### config.mk
export PLATFORM = sky130hd
export DESIGN_NAME = nibble_sum_accum
export DESIGN_NICKNAME = d
export VERILOG_FILES = /design/src/rtl/nibble_sum_accum.sv
export SDC_FILE = /design/constraint.sdc
export NUM_CORES = 1
export LEC_CHECK = 0
export CAP_MARGIN = 20
export CORE_ASPECT_RATIO = 0.9
export CORE_MARGIN = 1.5
export CORE_UTILIZATION = 50
export CTS_BUF_LIST = sky130_fd_sc_hd__clkbuf_8
export DETAILED_ROUTE_END_ITERATION = 10
export HOLD_SLACK_MARGIN = 0.08
export PLACE_DENSITY = 0.74
export SLEW_MARGIN = 5
export SYNTH_ARGS = -nofsm -noshare
export SYNTH_HDL_FRONTEND = slang
export SYNTH_SLANG_ARGS = --single-unit
### constraint.sdc
create_clock -name clk -period 3.4 [get_ports clk]
set_input_delay 0.68 -clock clk [delete_from_list [all_inputs] [get_ports clk]]
set_output_delay 0.68 -clock clk [all_outputs]
set_load 0.1 [all_outputs]
### src/rtl/nibble_sum_accum.sv
// nibble_sum_accum: accumulates SAMPLES nibble sums per frame and presents each frame total on valid/ready.
// Optional feature macro: NIBBLE_SUM_ACCUM_SATURATE_EN (clamp instead of wrap on overflow).
module nibble_sum_accum #(
  parameter int unsigned DATA_W  = 4,
  parameter int unsigned ACC_W   = 8,
  parameter int unsigned SAMPLES = 4
) (
  input  logic              clk,
  input  logic              rst_n,
  input  logic              clr,
  input  logic              in_valid,
  output logic              in_ready,
  input  logic [DATA_W-1:0] in_data,
  output logic              out_valid,
  input  logic              out_ready,
  output logic [ACC_W-1:0]  out_data,
  output logic              out_ovf
);

  localparam int unsigned CNT_W = 8;
  localparam int unsigned SUM_W = ACC_W + 1;

  typedef enum logic {
    ST_ACCUM = 1'b0,
    ST_HOLD  = 1'b1
  } state_t;

  state_t             r_state, w_state_nxt;
  logic [ACC_W-1:0]   r_acc, w_acc_nxt;
  logic [CNT_W-1:0]   r_cnt, w_cnt_nxt;
  logic               r_ovf, w_ovf_nxt;
  logic               r_in_ready, w_in_ready_nxt;
  logic               r_out_valid, w_out_valid_nxt;
  logic [ACC_W-1:0]   r_out_data, w_out_data_nxt;
  logic               r_out_ovf, w_out_ovf_nxt;

  logic [SUM_W-1:0]   w_sum;
  logic               w_sum_ovf;
  logic [ACC_W-1:0]   w_acc_add;
  logic               w_accept;
  logic               w_last;

  // One-bit-wider add exposes the carry used for the sticky overflow flag.
  assign w_sum     = SUM_W'(r_acc) + SUM_W'(in_data);
  assign w_sum_ovf = r_ovf | w_sum[ACC_W];
`ifdef NIBBLE_SUM_ACCUM_SATURATE_EN
  assign w_acc_add = w_sum_ovf ? {ACC_W{1'b1}} : w_sum[ACC_W-1:0];
`else
  assign w_acc_add = w_sum[ACC_W-1:0];
`endif
  assign w_accept  = in_valid & r_in_ready;
  assign w_last    = (r_cnt == CNT_W'(SAMPLES - 1));

  always_ff @(posedge clk or negedge rst_n) begin
    if (!rst_n) begin
      r_state <= ST_ACCUM;
    end else begin
      r_state <= w_state_nxt;
    end
  end

  always_comb begin
    w_state_nxt     = r_state;
    w_acc_nxt       = r_acc;
    w_cnt_nxt       = r_cnt;
    w_ovf_nxt       = r_ovf;
    w_out_valid_nxt = r_out_valid;
    w_out_data_nxt  = r_out_data;
    w_out_ovf_nxt   = r_out_ovf;
    if (clr) begin
      w_state_nxt     = ST_ACCUM;
      w_acc_nxt       = '0;
      w_cnt_nxt       = '0;
      w_ovf_nxt       = 1'b0;
      w_out_valid_nxt = 1'b0;
    end else begin
      case (r_state)
        ST_ACCUM: begin
          if (w_accept) begin
            if (w_last) begin
              w_out_data_nxt  = w_acc_add;
              w_out_ovf_nxt   = w_sum_ovf;
              w_out_valid_nxt = 1'b1;
              w_acc_nxt       = '0;
              w_cnt_nxt       = '0;
              w_ovf_nxt       = 1'b0;
              w_state_nxt     = ST_HOLD;
            end else begin
              w_acc_nxt = w_acc_add;
              w_cnt_nxt = r_cnt + CNT_W'(1);
              w_ovf_nxt = w_sum_ovf;
            end
          end
        end
        ST_HOLD: begin
          if (out_ready) begin
            w_out_valid_nxt = 1'b0;
            w_state_nxt     = ST_ACCUM;
          end
        end
        default: w_state_nxt = ST_ACCUM;
      endcase
    end
    // Registered from next state so in_ready never depends combinationally on out_ready.
    w_in_ready_nxt = (w_state_nxt == ST_ACCUM);
  end

  always_ff @(posedge clk or negedge rst_n) begin
    if (!rst_n) begin
      r_acc       <= '0;
      r_cnt       <= '0;
      r_ovf       <= 1'b0;
      r_in_ready  <= 1'b0;
      r_out_valid <= 1'b0;
      r_out_data  <= '0;
      r_out_ovf   <= 1'b0;
    end else begin
      r_acc       <= w_acc_nxt;
      r_cnt       <= w_cnt_nxt;
      r_ovf       <= w_ovf_nxt;
      r_in_ready  <= w_in_ready_nxt;
      r_out_valid <= w_out_valid_nxt;
      r_out_data  <= w_out_data_nxt;
      r_out_ovf   <= w_out_ovf_nxt;
    end
  end

  assign in_ready  = r_in_ready;
  assign out_valid = r_out_valid;
  assign out_data  = r_out_data;
  assign out_ovf   = r_out_ovf;

endmodule

==> flow_summary_export.csv <==
group,metric,value,unit
placed_design,place_congestion,0.813,
die,num_rows,18,
die,io_pins,20,
synthesis,ys_top_cells_by_area,"dfrtp_1, ha_1, o21ai_0",
sta,fin_skew,0.0100,ns
die,die-area,3310,um2
synthesis,ys_ff_latch,29,
synthesis,synth_top_area_frac,0.489,
routing,ant_nets,0,
synthesis,synthCells,144,
synthesis,ys_warn_count,0,
routing,vias_per_cell,5.58,
worst_setup_path,crit_path_end_kind,"primary output",
finish,fin_cells,208,
sta,final_max_slew_viol_count,0,
grt,grt_max_degree,30,
sta,setup_viol_count_final,0,
worst_setup_path,cp_data_arrival_time,1.77,ns
sta,rsz0062_at_grt,"no",
die,start_util,0.532,
clock_network,cts.path.max_buffers,2,
sta,fin_crit,2.45,ns
worst_setup_path,crit_fanout,2,
power,ir_worst_vdd,446,uV
power,power.switching,392,uW
clock_network,cts_sinks,29,
sta,hold_viol_final,0,
worst_setup_path,critPathKind,"flop to primary output",
routing,vias,1161,
power,power_switching_share,0.390,
synthesis,synth.distinct_cells,37,
finish,syn_to_final_growth,20.6,%
placed_design,dp.final_hpwl,2150,um
clock_network,h-tree-depth,2,
synthesis,synthFlopType,"dfrtp_1",
synthesis,synth-edff-count,0,
worst_setup_path,crit_chain,"clkdlybuf4s50_1",
synthesis,yosys.area.top_type,"dfrtp_1",
grt,antenna_found_initial,0,
die,die_h,54.7,um
grt,grt_pass1_vias,1045,
finish,drive_gt1_frac,0.0833,
sta,finalCritPeriodShare,0.721,
sta,slew_headroom,0.351,
grt,gr-total-overflow,0,
sta,fmax,408,MHz
finish,fillers,245,
finish,nets,182,
synthesis,yosysSeqAreaShare,0.489,
clock_network,clock_latency,0.28,ns
worst_setup_path,crit_buf_inv,1,
clock_network,cts_setup_buffers,0,
routing,wire_per_inst,14.2,um
power,combPwrFrac,0.338,
grt,grt_pass1_wl,4820,um
sta,worstMarginPinSlew,0.971,ns
synthesis,netlist_area,1490,um2
sta,fin_setup_tns,0,ns
routing,dr.pass1.iters,4,
die,die_w,60.5,um
worst_setup_path,critPathLaunchType,"flop",
placed_design,place_inst,200,
clock_network,cts_root_buffer,"clkbuf_8",
die,core,2790,um2
synthesis,async_reset_ff_frac,1.00,
clock_network,cts_tree,"built",
worst_setup_path,crit_required,2.72,ns
power,clkPwrFrac,0.253,
clock_network,cts_made_buffers,5,
placed_design,portBuffers,19,
power,seq_power_share,0.409,
synthesis,syn_area_per_cell,10.3,um2
routing,drtIter0Drc,53,
clock_network,cts_resized,0,
hold_path,holdCritPathClass,"flop to flop",
sta,holdWs,0.475,ns
grt,grt.total_usage,0.208,
clock_network,path_clk_slew,0.06,ns
worst_setup_path,critPathMaxStageDelay,1.14,ns
worst_setup_path,crit_family,"buffers and inverters",
routing,drc_errors,0,
outcome,outcome,"completed",
power,leakage,0.000813,uW
power,intPower,614,uW
clock_network,hold_buffers,0,
finish,antenna_cells,0,
power,total_power,1010,uW
power,power_density,562,nW/um2
flow_run,maxCapViolations,0,
routing,wirelength,2960,um
worst_setup_path,slowest_stage,"clkdlybuf4s50_1",
synthesis,synth_nets,159,
finish,final_util,0.641,
[synth_stat cells (4+ instances only)]
master   instances
dfrtp_1         29
nor2_1          12
o21ai_0         12
nand2_1         11
a21oi_1          7
a31oi_1          7
nand3_1          7
ha_1             5
xor2_1           5
a22o_1           4
xnor2_1          4
[area by class of cell]
cell class,instances,area (um2),share of cell area
Tap cell,40,50.0,0.0280
Timing Repair Buffer,21,200,0.112
Clock inverter,3,11.3,0.00629
Clock buffer,5,68.8,0.0384
Sequential cell,29,726,0.405
Multi-Input combinational cell,107,723,0.404
Inverter,3,11.3,0.00629
[cell usage in the layout, fill, tap and decap left out, types with 4 or more instances in the layout]
cell type	synthesis	final
dfrtp_1	29	29
clkdlybuf4s50_1	0	17
o21ai_0	12	12
nor2_1	12	12
nand2_1	11	11
nand3_1	7	7
a31oi_1	7	7
a21oi_1	7	7
inv_1	3	6
xor2_1	5	5
ha_1	5	5
clkbuf_8	0	5
xnor2_1	4	4
a22o_1	4	4
buf_4	1	4
[through the flow]
step / setup slack (ns) / instance area, um2
after CTS: 0.940 / 1790
after detailed placement: 0.704 / 1710
after global routing: 0.840 / 1790
after floorplan: 1.32 / 1490
after global placement: 0.744 / 1710
final: 0.948 / 1790
[registers in the layout (all words and copies together), names as in the netlist]
signal	count
out_ovf	1
out_data	8
r_state	1
r_cnt	8
r_ovf	1
in_ready	1
r_acc	8
out_valid	1
[kinds of logic (layout without fill, tap and decap cells)]
logic type | count (synthesis) | in the layout | share of synthesized area
flip-flops | 29 | 29 | 0.489
XOR/XNOR | 9 | 9 | 0.0531
AND/OR/NAND/NOR | 44 | 44 | 0.160
multiplexers | 2 | 2 | 0.0152
AO/OA/AOI/OAI | 46 | 46 | 0.203
adder cells (fa/ha/maj) | 6 | 6 | 0.0556
buffers and inverters | 8 | 32 | 0.0244
[worst paths after layout]
kind	slack (ns)	endpoint	cells after the start	startpoint
min in group asynchronous	0.79	r_cnt[7]	2	rst_n
setup / recovery	0.95	out_data[5]	1	out_data[5]
setup reg to reg	1.30	out_data[5]	5	r_cnt[0]
hold / removal	0.48	out_data[2]	2	out_data[2]
max in group asynchronous	2.34	r_cnt[3]	2	rst_n
hold reg to reg	0.48	out_data[2]	2	out_data[2]
[routing by layer]
layer  vias up  GRT usage  share of wire
met1       549      0.280           0.50
met2        30      0.301           0.44
met4         0     0.0978          0.011
met5         -          0              0
li1        578          -              -
met3         4     0.0709          0.057
[power groups by stage]
stage | clock network (uW) | registers (uW) | logic [uW]
3_3_place_gp | 0 | 414 | 336
6_report | 254 | 412 | 340
3_5_place_dp | 0 | 417 | 339
4_1_cts | 263 | 411 | 341
5_1_grt | 276 | 418 | 360
2_1_floorplan | 0 | 564 | 105
Power figures use the tool's default switching activity.
